**config.mk**
```make
export PLATFORM = sky130hd
export DESIGN_NAME = wb_pattern_master
export DESIGN_NICKNAME = d
export VERILOG_FILES = /design/src/rtl/wb_pattern_master.sv
export SDC_FILE = /design/constraint.sdc
export NUM_CORES = 1
export LEC_CHECK = 0
export CELL_PAD_IN_SITES_DETAIL_PLACEMENT = 1
export CELL_PAD_IN_SITES_GLOBAL_PLACEMENT = 2
export CORE_MARGIN = 2
export CORE_UTILIZATION = 29
export CTS_CLUSTER_DIAMETER = 80
export DETAILED_ROUTE_END_ITERATION = 7
export GPL_TIMING_DRIVEN = 1
export PLACE_DENSITY = 0.88
export SKIP_LAST_GASP = 1
export SYNTH_ARGS = -nofsm -noshare
export SYNTH_HDL_FRONTEND = slang
export SYNTH_SLANG_ARGS = --single-unit
```
**constraint.sdc**
```tcl
create_clock -name wb_clk_i -period 3.75 [get_ports wb_clk_i]
set_input_delay 0.9375 -clock wb_clk_i [delete_from_list [all_inputs] [get_ports wb_clk_i]]
set_output_delay 0.9375 -clock wb_clk_i [all_outputs]
set_load 0.03 [all_outputs]
```
**src/rtl/wb_pattern_master.sv**
```systemverilog
// Wishbone pattern master: writes a seeded address-derived pattern over a word range,
// reads it back, and reports mismatch count, first failing address and ack timeouts.
module wb_pattern_master #(
  parameter int dw      = 32,
  parameter int APP_AW  = 26,
  parameter int TIMEOUT = 1024
) (
  input  logic                wb_clk_i,
  input  logic                wb_resetn,
  input  logic                sdr_init_done,
  input  logic                start,
  input  logic [APP_AW-1:0]   base_addr,
  input  logic [15:0]         num_words,
  input  logic [dw-1:0]       seed,
  output logic                busy,
  output logic                done,
  output logic                timeout,
  output logic [15:0]         err_cnt,
  output logic [APP_AW-1:0]   first_err_addr,
  output logic                wb_cyc_o,
  output logic                wb_stb_o,
  output logic                wb_we_o,
  output logic [APP_AW-1:0]   wb_addr_o,
  output logic [dw-1:0]       wb_dat_o,
  output logic [dw/8-1:0]     wb_sel_o,
  output logic [2:0]          wb_cti_o,
  input  logic [dw-1:0]       wb_dat_i,
  input  logic                wb_ack_i
);

  localparam int TW = $clog2(TIMEOUT + 1);

  typedef enum logic [2:0] {
    IDLE    = 3'd0,
    WR_REQ  = 3'd1,
    WR_WAIT = 3'd2,
    RD_REQ  = 3'd3,
    RD_WAIT = 3'd4,
    FINISH  = 3'd5
  } state_t;

  state_t            state, state_next;
  logic [APP_AW-1:0] base_q;
  logic [15:0]       nw_q;
  logic [dw-1:0]     seed_q;
  logic [15:0]       word_cnt;
  logic [TW-1:0]     tmo_cnt;

  logic accept, waiting, ack_ev, tmo_ev, last_word, rd_mismatch;

  // 32-bit base pattern replicated or truncated to dw, then scrambled by the seed.
  function automatic logic [dw-1:0] pattern(input logic [APP_AW-1:0] a,
                                            input logic [dw-1:0]     s);
    logic [31:0]   p32;
    logic [dw-1:0] r;
    p32 = {a[15:0], ~a[15:0]};
    r   = '0;
    for (int i = 0; i < dw; i++) r[i] = p32[i % 32];
    return r ^ s;
  endfunction

  assign accept      = (state == IDLE) && start && sdr_init_done;
  assign waiting     = (state == WR_WAIT) || (state == RD_WAIT);
  assign ack_ev      = waiting && wb_ack_i;
  // An ack arriving on the expiry edge still completes the transfer.
  assign tmo_ev      = waiting && !wb_ack_i && (tmo_cnt == TW'(TIMEOUT - 1));
  assign last_word   = (word_cnt == nw_q - 16'd1);
  assign rd_mismatch = (wb_dat_i != pattern(wb_addr_o, seed_q));
  assign busy        = (state != IDLE);

  // NOTE: state and datapath registers use non-blocking assignments so every
  // flop samples pre-edge values regardless of process evaluation order.
  always_ff @(posedge wb_clk_i) begin
    if (!wb_resetn) state <= IDLE;
    else            state <= state_next;
  end

  // NOTE: state_next gets a default before the case so no path leaves it
  // unassigned and no latch is inferred.
  always_comb begin
    state_next = state;
    unique case (state)
      IDLE:    if (accept) state_next = (num_words == 16'd0) ? FINISH : WR_REQ;
      WR_REQ:  state_next = WR_WAIT;
      WR_WAIT: if (ack_ev)      state_next = last_word ? RD_REQ : WR_REQ;
               else if (tmo_ev) state_next = FINISH;
      RD_REQ:  state_next = RD_WAIT;
      RD_WAIT: if (ack_ev)      state_next = last_word ? FINISH : RD_REQ;
               else if (tmo_ev) state_next = FINISH;
      FINISH:  state_next = IDLE;
      default: state_next = IDLE;
    endcase
  end

  always_ff @(posedge wb_clk_i) begin
    if (!wb_resetn) begin
      done           <= 1'b0;
      timeout        <= 1'b0;
      err_cnt        <= '0;
      first_err_addr <= '0;
      wb_cyc_o       <= 1'b0;
      wb_stb_o       <= 1'b0;
      wb_we_o        <= 1'b0;
      wb_addr_o      <= '0;
      wb_dat_o       <= '0;
      wb_sel_o       <= '0;
      wb_cti_o       <= 3'b111;
      base_q         <= '0;
      nw_q           <= '0;
      seed_q         <= '0;
      word_cnt       <= '0;
      tmo_cnt        <= '0;
    end else begin
      done     <= (state == FINISH);
      wb_cti_o <= 3'b111;
      unique case (state)
        IDLE: begin
          if (accept) begin
            base_q         <= base_addr;
            nw_q           <= num_words;
            seed_q         <= seed;
            wb_addr_o      <= base_addr;
            word_cnt       <= '0;
            err_cnt        <= '0;
            first_err_addr <= '0;
            timeout        <= 1'b0;
          end
        end
        WR_REQ, RD_REQ: begin
          wb_cyc_o <= 1'b1;
          wb_stb_o <= 1'b1;
          wb_we_o  <= (state == WR_REQ);
          wb_sel_o <= '1;
          tmo_cnt  <= '0;
          if (state == WR_REQ) wb_dat_o <= pattern(wb_addr_o, seed_q);
        end
        WR_WAIT, RD_WAIT: begin
          if (ack_ev) begin
            wb_cyc_o <= 1'b0;
            wb_stb_o <= 1'b0;
            wb_we_o  <= 1'b0;
            if (last_word) begin
              word_cnt  <= '0;
              wb_addr_o <= base_q;
            end else begin
              word_cnt  <= word_cnt + 16'd1;
              wb_addr_o <= wb_addr_o + APP_AW'(1);
            end
            if (state == RD_WAIT && rd_mismatch) begin
              if (err_cnt == 16'd0)    first_err_addr <= wb_addr_o;
              if (err_cnt != 16'hFFFF) err_cnt        <= err_cnt + 16'd1;
            end
          end else if (tmo_ev) begin
            wb_cyc_o <= 1'b0;
            wb_stb_o <= 1'b0;
            wb_we_o  <= 1'b0;
            timeout  <= 1'b1;
          end else begin
            tmo_cnt <= tmo_cnt + TW'(1);
          end
        end
        default: ;
      endcase
    end
  end

endmodule

```
======== Yosys cells after proc, flatten, opt, wreduce, memory -nomap -nowiden ========
Index checks and enable logic that the tools add are counted.
storage, ports and cells
  register bits after elaboration ......... 209
  output and inout port bits .............. 113
  logic and storage cells ................. 100
cells by class
  add/sub/neg operators ................... 5
  eq/ne operators ......................... 18
  muxes and demuxes ....................... 36
  bitwise operators ....................... 2
  reductions and logical operators ........ 24
operators with widths
  operator               count
  $mux 26                7
  $pmux 26 s2            2
  $mux 16                6
  $pmux 16 s2            2
  $add 16x1->16 const B  2
  $logic_not 16->1       2
  $ne 32x32->1           1
  $xor 32x32->32         1
  $add 26x1->26 const B  1
  $mux 11                2
  $pmux 11 s2            1
  $mux 3                 6
  $eq 16x16->1           1
  $ne 16x16->1 const B   1
  $ne 2x2->1 const B     8
  $not 16->16            1
  $sub 16x1->16 const B  1
  $pmux 3 s5             1
  $add 11x1->11 const B  1
  $eq 11x10->1 const B   1
  $reduce_and 5->1       2
  $eq 3x2->1 const B     2
  $eq 3x3->1 const B     2
  $logic_and 1x1->1      6
  other kinds (14)       25

======== Logic depth before layout (Yosys ltp) ========
Gate-level depths: netlist (run 1).
  depth in word-level cells ............... 7
  gate-level depth with buffers ........... 14
  gate-level depth less buffers ........... 10

======== Worst setup path before layout (run 1) ========
OpenSTA, ideal clock, no wires.
  path type ............................... register -> register
  from .................................... reg nw_q[0]
  to ...................................... reg wb_addr_o[22]
  arrival time ............................ 2.974 ns
  data required time ...................... 3.664 ns
  setup slack ............................. 0.690 ns
  cell stages (with the launch flop) ...... 15
  path buffers ............................ 4
  period minus slack after synthesis ...... 3.060 ns
  path through ............................ dfxtp_1 -> buf_2 -> inv_1 -> ha_1 -> buf_2 -> or3b_1 -> clkbuf_1 -> or4_1 -> a211oi_1 -> nor3_1 -> or3_4 -> nor3_4 -> buf_6 -> a221oi_2 -> a221oi_2
between the ends
  word-level cells in the longest chain between the ends .. 5
RTL lines
  item                      RTL line  text
  start: declaration        44        logic [15:0] nw_q;
  start signal: assignment  120       nw_q <= num_words;
  $sub 16x1->16             67        assign last_word = (word_cnt == nw_q - 16'd1);
  $eq 16x16->1              67
  $mux 26                   142       if (last_word) begin
  $mux 26                   138       if (ack_ev) begin
  $pmux 26 s2               116       unique case (state)
  end signal: assignment    122       wb_addr_o <= base_addr;
  end signal: assignment    144       wb_addr_o <= base_q;
  end signal: assignment    147       wb_addr_o <= wb_addr_o + APP_AW'(1);
  end: declaration          23        output logic [APP_AW-1:0] wb_addr_o,
Every way passes these cells. The select of a mux whose other input is x is not followed.
A chain may end at the register's enable or synchronous reset.

======== Worst setup path in the final report (run 1) ========
  from .................................... reg state[0]
  to ...................................... out busy
between the ends
  word-level cells in the longest chain between the ends .. 1
RTL lines
  item                      RTL line  text
  start: declaration        42        state_t state, state_next;
  start signal: assignment  75        else state <= state_next;
  $reduce_bool 3->1         69        assign busy = (state != IDLE);
  end: declaration          15        output logic busy,
Every way passes these cells.

==> summary.md, run 1 <==
| Metric | Value |
|---|---|
| Result of the run | finished, final reports clean |
| Required arrival time at the worst endpoint | 2810 ps |
| Total Die Area | 37000 um^2 |
| Post-synth cell types | 66 |
| Worst Setup Start Kind | flop |
| Number of placement rows | 68 |
| Io pins | 224 |
| Maximum fanout along the worst path | 11 |
| Via total after detailed routing | 9911 |
| Area post-placement | 13000 um^2 |
| Count of endpoints failing hold in the final timing report | 0 |
| Post-route clock skew | 18.0 ps |
| TritonCTS Buffers | 26 |
| Top cells by area in the synthesized netlist | sky130_fd_sc_hd__dfxtp_1, sky130_fd_sc_hd__nand2_1, sky130_fd_sc_hd__xnor2_1 |
| Net count of the finished layout | 1601 |
| Placeable Area | 34700 um^2 |
| Critical R2R Launch | nw_q[0]$_SDFFE_PN0P_ |
| Aggregate global routing overflow | 0 |
| Vias in the first global route | 10.2k |
| Reg2Reg Depth | 11 |
| Height of the die | 192 um |
| First-pass GRT wire length | 59000 um |
| Class of the tightest hold or removal check | reg -> reg |
| Final Instance Area | 13800 um^2 |
| Root buffer cell | sky130_fd_sc_hd__clkbuf_16 |
| Number of flops mapped to enable cells by yosys | 0 |
| Area of the mapped netlist | 10300 um^2 |
| Yosys warning total | 0 |
| Vias per std cell | 5.08 |
| Synthesis-to-layout area growth | 34.5% |
| Initial drt markers | 452 |
| Count of endpoints failing setup in the final report | 0 |
| Count of state elements after synthesis | 209 |
| Final min period | 3430 ps |
| Post-detailed-placement half-perimeter wirelength | 28500 um |
| Pin count of the biggest net entering global routing | 93 |
| VDD IR-drop max | 0.324 mV |
| Routed WL per cell | 19.8 um |
| Number of buffers inserted to repair setup after CTS | 0 |
| Antenna violations before repair | 1 |
| Setup repair after global routing missed its margin | false |
| Deepest clock path buffer count | 3 |
| Synthesized instance count | 1301 |
| Die width | 192 um |
| Post-detailed-routing wire length | 38600 um |
| Mean cell area of the mapped netlist | 7.90 um^2 |
| Core occupancy in the finished layout | 39.8% |
| TritonCTS sink count | 209 |
| Category of the worst setup path capture point | primary output |
| Period Utilization, post-route | 91.5% |
| Library cell occupying the most area in the post-synthesis netlist | sky130_fd_sc_hd__dfxtp_1 |
| Highest clock frequency the design can meet | 0.291 GHz |
| Hold slack final | 458 ps |
| Hold Path Origin | first_err_addr[17]$_SDFFE_PN0P_ |
| Final Max Tran Viols | 0 |
| Reported max-cap violation count | 0 |
| Number of buffer cells added on primary ports | 220 |
| Clock slew at the register clock pins of the worst setup and hold paths | 60 ps |
| Number of hold-repair buffers added at the cts stage | 0 |
| Total leakage power | 4.91 nW |
| Worst Tran Pin Value | 1080 ps |
| CTS tree | done |
| Worst endpoint data arrival time | 2490 ps |
| Primary flip-flop cell chosen by synthesis mapping | sky130_fd_sc_hd__dfxtp_1 |
| GR Util All Layers | 20.6% |
| Fraction of final layout cells sized beyond drive strength 1 | 6.82% |
| H-tree levels | 1 |
| Starting utilization of the core area | 29.6% |
| Minimum setup slack among reg-to-reg paths | 530 ps |
| Async set-or-reset flop fraction in the synthesized netlist | 0% |
| Length of the first detailed-routing pass in iterations | 4 |
| Number of remaining DRC errors | 0 |
| Antenna Nets Post-Route | 0 |
| Start point of the critical path | state[0]$_SDFFE_PN0N_ |
| Insertion delay to the later sink of the worst-skew pair | 530 ps |
| Worst relative slew slack | 27.5% |
| Layout fillers | 4175 |
| Fraction of post-synthesis cell area in the top cell type by area | 40.7% |
| Cell depth of the worst hold path | 2 |
| TNS Setup | 0 ps |
| Power per Cell Area | 421 nW/um^2 |
| Sequential area share after synthesis | 40.7% |
| Quantity of gates resized following cts | 0 |
| CP Class | reg -> out |
| Global placer's final weighted congestion | 0.824 |
## registers in the layout, indices dropped and copies added (netlist names), 3 cells and up
name / cells
base_q: 26
err_cnt: 16
first_err_addr: 26
nw_q: 16
seed_q: 32
state: 3
tmo_cnt: 11
wb_addr_o: 26
wb_dat_o: 32
word_cnt: 16
## synthesized netlist by cell type (9+ instances only)
cell and instances:
sky130_fd_sc_hd__nand3_1 34, sky130_fd_sc_hd__xnor2_1 87, sky130_fd_sc_hd__nor2_1 67, sky130_fd_sc_hd__and3_1 22, sky130_fd_sc_hd__nand2_1 292, sky130_fd_sc_hd__or3_1 9, sky130_fd_sc_hd__nand4_1 43, sky130_fd_sc_hd__nor4_1 16
sky130_fd_sc_hd__a21boi_0 14, sky130_fd_sc_hd__dfxtp_1 209, sky130_fd_sc_hd__clkbuf_1 80, sky130_fd_sc_hd__inv_1 16, sky130_fd_sc_hd__a21oi_1 114, sky130_fd_sc_hd__a221oi_1 19, sky130_fd_sc_hd__nor3_1 26, sky130_fd_sc_hd__o21ai_0 59
sky130_fd_sc_hd__xor2_1 44, sky130_fd_sc_hd__o211a_1 15, sky130_fd_sc_hd__or4_1 10
## placed cells by master (no fill, tap or decap), drive strengths merged, types with 14 or more instances in the layout
| master | count |
|---|---|
| inv | 17 |
| nand3 | 34 |
| a221oi | 22 |
| xor2 | 44 |
| dfxtp | 209 |
| nand2 | 292 |
| nor2 | 67 |
| clkbuf | 33 |
| and3 | 22 |
| nor4 | 16 |
| nor3 | 28 |
| clkdlybuf4s50 | 219 |
| a21oi | 115 |
| a21boi | 14 |
| xnor2 | 87 |
| o211a | 15 |
| o21ai | 62 |
| buf | 39 |
| nand4 | 43 |
## power by group
part	internal [mW]	switching [mW]	total, mW
combinational	0.434	0.572	1.01
clock	1.42	0.962	2.38
sequential	2.31	0.121	2.43
## final timing paths
check | end
hold / removal | first_err_addr[17]$_SDFFE_PN0P_
setup reg to reg | wb_addr_o[24]$_SDFFE_PN0P_
setup / recovery | busy
hold reg to reg | first_err_addr[17]$_SDFFE_PN0P_
## final cells by class
type	instances	area [um^2]	area share, %
inverter	17	63.8	0.462
antenna	1	2.50	0.0181
clock inverter	7	71.3	0.516
clock buffer	33	727	5.26
sequential	209	4180	30.3
tap	455	569	4.12
multi-input combinational	972	5640	40.8
timing repair buffer	258	2560	18.5
## cell families (layout without fill, tap and decap cells)
kind of cell,count (synthesis),after routing,synth area share (%)
simple gates,561,561,25.3
compound gates,266,266,16.3
flops,209,209,40.7
xor+xnor,133,133,11.6
buf+inv,122,315,4.99
fa+ha+maj,6,6,0.731
mux,3,3,0.304
other cells,1,4,0.0365
## worst max-delay path: stages (launching register included)
cell and delay [ps]:
sky130_fd_sc_hd__dfxtp_1 450, sky130_fd_sc_hd__nor3_1 600, sky130_fd_sc_hd__inv_1 260, sky130_fd_sc_hd__clkdlybuf4s50_1 660
## through the flow
stage	power, mW	instances	setup WS, ps
finish	5.82	1952	319
detailed placement	3.49	1911	-13.8
global placement	3.47	1911	99.6
floorplan	3.01	1303	690
global route	6.07	1951	241
CTS	5.89	1951	263
## layer usage
layer  GRT usage [%]  wire (um)  part of all wire (%)
met1            25.3      16600                    43
met2            36.3      18600                    48
met3            4.37       2490                   6.4
met4            5.55        954                   2.5
met5               0          0                     0
Power figures use the tool's default switching activity.
==> inputs of run 2 (changes only) <==
--- a/config.mk
+++ b/config.mk
@@ -8,11 +8,12 @@
 export CELL_PAD_IN_SITES_DETAIL_PLACEMENT = 1
 export CELL_PAD_IN_SITES_GLOBAL_PLACEMENT = 2
 export CORE_MARGIN = 2
-export CORE_UTILIZATION = 29
+export CORE_UTILIZATION = 30
+export CTS_BUF_LIST = sky130_fd_sc_hd__clkbuf_8
 export CTS_CLUSTER_DIAMETER = 80
 export DETAILED_ROUTE_END_ITERATION = 7
 export GPL_TIMING_DRIVEN = 1
-export PLACE_DENSITY = 0.88
+export PLACE_DENSITY = 0.8
 export SKIP_LAST_GASP = 1
 export SYNTH_ARGS = -nofsm -noshare
 export SYNTH_HDL_FRONTEND = slang
==> run 2 against run 1 <==
Against the previous run: flip-flop and latch count is the same; critical endpoint is now wb_addr_o[10]$_SDFFE_PN0P_; count of clock-buffer cells in the layout is 22 higher; global-route usage rose by 1.0 points; largest cell class unchanged; routed wire length rose by 1.7%; first-iteration DRC count is 6.9% higher; highest routed layer is now met5.
==> summary.md, run 2 (synthesized netlist as in run 1, its figures left out) <==
| Metric | Value |
|---|---|
| Result of the run | finished, final reports clean |
| Quantity of gates resized following cts | 0 (unchanged) |
| Family of cells with the greatest summed delay on the critical path | simple AND/OR/NAND/NOR gates |
| Internal power | 4.11 mW (-1.2%) |
| VDD IR-drop max | 0.226 mV (-30%) |
| CP Class | reg -> reg |
| Final Max Tran Viols | 0 (unchanged) |
| Synthesis-to-layout area growth | 34.9% |
| Area post-placement | 13000 um^2 (about the same) |
| Highest-count cells in the layout ignoring fill and taps | sky130_fd_sc_hd__nand2_1, sky130_fd_sc_hd__clkdlybuf4s50_1, sky130_fd_sc_hd__dfxtp_1 |
| Antenna violations before repair | 2 (+1) |
| Post-detailed-placement half-perimeter wirelength | 28600 um (+0.32%) |
| Largest stage delay on the critical path | 440 ps (-220 ps) |
| Antenna Nets Post-Route | 0 (unchanged) |
| Io pins | 224 (unchanged) |
| Number of remaining DRC errors | 0 (unchanged) |
| Part of the power in combinational logic | 17.3% (about the same) |
| First-pass GRT wire length | 60500 um (+2.4%) |
| Worst endpoint data arrival time | 3840 ps (+1350 ps) |
| Portion of total power attributed to sequential cells | 41.8% (about the same) |
| Vias in the first global route | 10.2k (-0.35%) |
| Insertion delay to the later sink of the worst-skew pair | 540 ps (about the same) |
| Pin count of the biggest net entering global routing | 92 (-1.1%) |
| Detailed route wirelength on metal3 | 2710 um (+8.8%) |
| Number of buffers inserted to repair setup after CTS | 0 (unchanged) |
| Root buffer cell | sky130_fd_sc_hd__clkbuf_8 |
| Highest clock frequency the design can meet | 0.295 GHz (+1.1%) |
| Net count of the finished layout | 1620 (+1.2%) |
| Total leakage power | 5.01 nW (+1.9%) |
| Antenna cell count | 0 (-1) |
| Total area of multi-input combinational cells | 5630 um^2 (-0.13%) |
| Category of the worst setup path capture point | flop |
| Via total after detailed routing | 10.1k (+2.0%) |
| Worst Setup Start Kind | flop |
| Most common cell type on the critical path | sky130_fd_sc_hd__buf_4 |
| CTS tree | done |
| TritonCTS Buffers | 41 (+58%) |
| Worst Tran Pin Value | 1100 ps (+18.4 ps) |
| Maximum fanout along the worst path | 22 (+11) |
| Vias per std cell | 5.11 (+0.64%) |
| Initial drt markers | 483 (+6.9%) |
| Routed length on met1 | 17900 um (+7.8%) |
| Most common cell after layout, fill and taps aside | sky130_fd_sc_hd__nand2_1 |
| Cell chain of the critical path | inv_1 -> ha_1 -> or3b_1 -> nor4_1 -> mux2i_1 -> a311oi_1 -> buf_4 -> or2_2 -> nor3_4 -> buf_12 -> a221oi_1 -> buf_4 -> a21oi_1 |
| Number of hold-repair buffers added at the cts stage | 0 (unchanged) |
| Clock network fraction of design power | 40.9% (about the same) |
| Layout fillers | 4020 (-3.7%) |
| Power per Cell Area | 420 nW/um^2 (-0.22%) |
| Switching share of power | 29.4% (+0.94 points) |
| Count of endpoints failing hold in the final timing report | 0 (unchanged) |
| Fraction of final layout cells sized beyond drive strength 1 | 8.24% (+1.4 points) |
| Slowest cell on the critical path | sky130_fd_sc_hd__or3b_1 |
| Height of the die | 189 um (-1.6%) |
| Worst relative slew slack | 26.3% (-1.2 points) |
| Routed met2 length | 18100 um (-2.7%) |
| Deepest clock path buffer count | 3 (unchanged) |
| Clock slew at the register clock pins of the worst setup and hold paths | 60 ps (about the same) |
| Global placer's final weighted congestion | 0.811 (-1.6%) |
| NetSw | 1.71 mW (+3.4%) |
| DR top layer | met5 |
| Length of the first detailed-routing pass in iterations | 4 (unchanged) |
| Seq. cell area | 4180 um^2 (unchanged) |
| Buf/Inv on CP | 4 (+2) |
| Final Instance Area | 13900 um^2 (+0.33%) |
| Total Die Area | 35700 um^2 (-3.3%) |
| Top Registers | seed_q x32, wb_dat_o x32 |
| Die width | 189 um (-1.6%) |
| Period Utilization, post-route | 90.5% (-0.98 points) |
| Post-detailed-routing wire length | 39300 um (+1.7%) |
| Final min period | 3390 ps (-36.8 ps) |
| Number of placement rows | 67 (-1.5%) |
| Aggregate global routing overflow | 0 (unchanged) |
| Placeable Area | 33600 um^2 (-3.2%) |
| Required arrival time at the worst endpoint | 4190 ps (+1380 ps) |
| Reported max-cap violation count | 0 (unchanged) |
| Core occupancy in the finished layout | 41.2% (+1.4 points) |
| Setup repair after global routing missed its margin | false |
| Count of endpoints failing setup in the final report | 0 (unchanged) |
| Number of buffer cells added on primary ports | 220 (unchanged) |
| Class of the tightest hold or removal check | reg -> reg |
| Starting utilization of the core area | 30.6% (+0.97 points) |
| GR Util All Layers | 21.7% (+1.0 points) |
| H-tree levels | 2 (+1) |
| Routed WL per cell | 19.8 um (+0.34%) |
| TritonCTS sink count | 209 (unchanged) |
| Post-route clock skew | 16.8 ps (-1.20 ps) |
## run 2: power by group through the flow
stage	Combinational (mW)	Sequential, mW	Clock, mW
finish	1.01	2.44	2.38
global route	1.09	2.45	2.55
CTS	1.02	2.44	2.45
detailed placement	1.01	2.48	0
global placement	0.998	2.48	0
floorplan	0.491	2.52	0
## run 2: final timing paths
path | startpoint | to | slack (ps) | depth (start not counted)
max | nw_q[0]$_SDFFE_PN0P_ | wb_addr_o[10]$_SDFFE_PN0P_ | 360 | 13
min | wb_dat_o[1]$_SDFFE_PN0P_ | wb_dat_o[1]$_SDFFE_PN0P_ | 450 | 2
max reg2reg | nw_q[0]$_SDFFE_PN0P_ | wb_addr_o[10]$_SDFFE_PN0P_ | 360 | 13
min reg2reg | wb_dat_o[1]$_SDFFE_PN0P_ | wb_dat_o[1]$_SDFFE_PN0P_ | 450 | 2
## run 2: metrics by stage
step | std cells | hold WS (ps) | setup WS, ps | setup TNS, ps | total power, mW
after CTS | 1978 | 453 | 333 | 0 | 5.90
after global placement | 1908 | 438 | 77.3 | 0 | 3.48
final | 1978 | 453 | 356 | 0 | 5.83
after floorplan | 1303 | 436 | 690 | 0 | 3.01
after detailed placement | 1908 | 447 | -30.5 | -318 | 3.49
after global routing | 1978 | 483 | 119 | 0 | 6.09
## run 2: area by class of cell
| type | count | share of cell area, % |
|---|---|---|
| well taps | 448 | 4.04 |
| clock inverters | 15 | 0.632 |
| inverters | 17 | 0.460 |
| multi-input cells | 972 | 40.6 |
| repair buffers | 262 | 18.6 |
| flip-flops and latches | 209 | 30.2 |
| clock buffers | 55 | 5.46 |
## run 2: worst min-delay path: cells and delay by family, from the launching register on
kind / cells / cell delay [ps]
AOI/OAI and AO/OA: 1 / 50
and+or+nand+nor: 1 / 50
DFF: 1 / 310
## run 2: per-layer routing
layer	vias up	track usage (%)
met2	244	35.7
met5	-	0
met1	4935	28.2
met4	2	4.69
li1	4885	-
met3	41	5.91
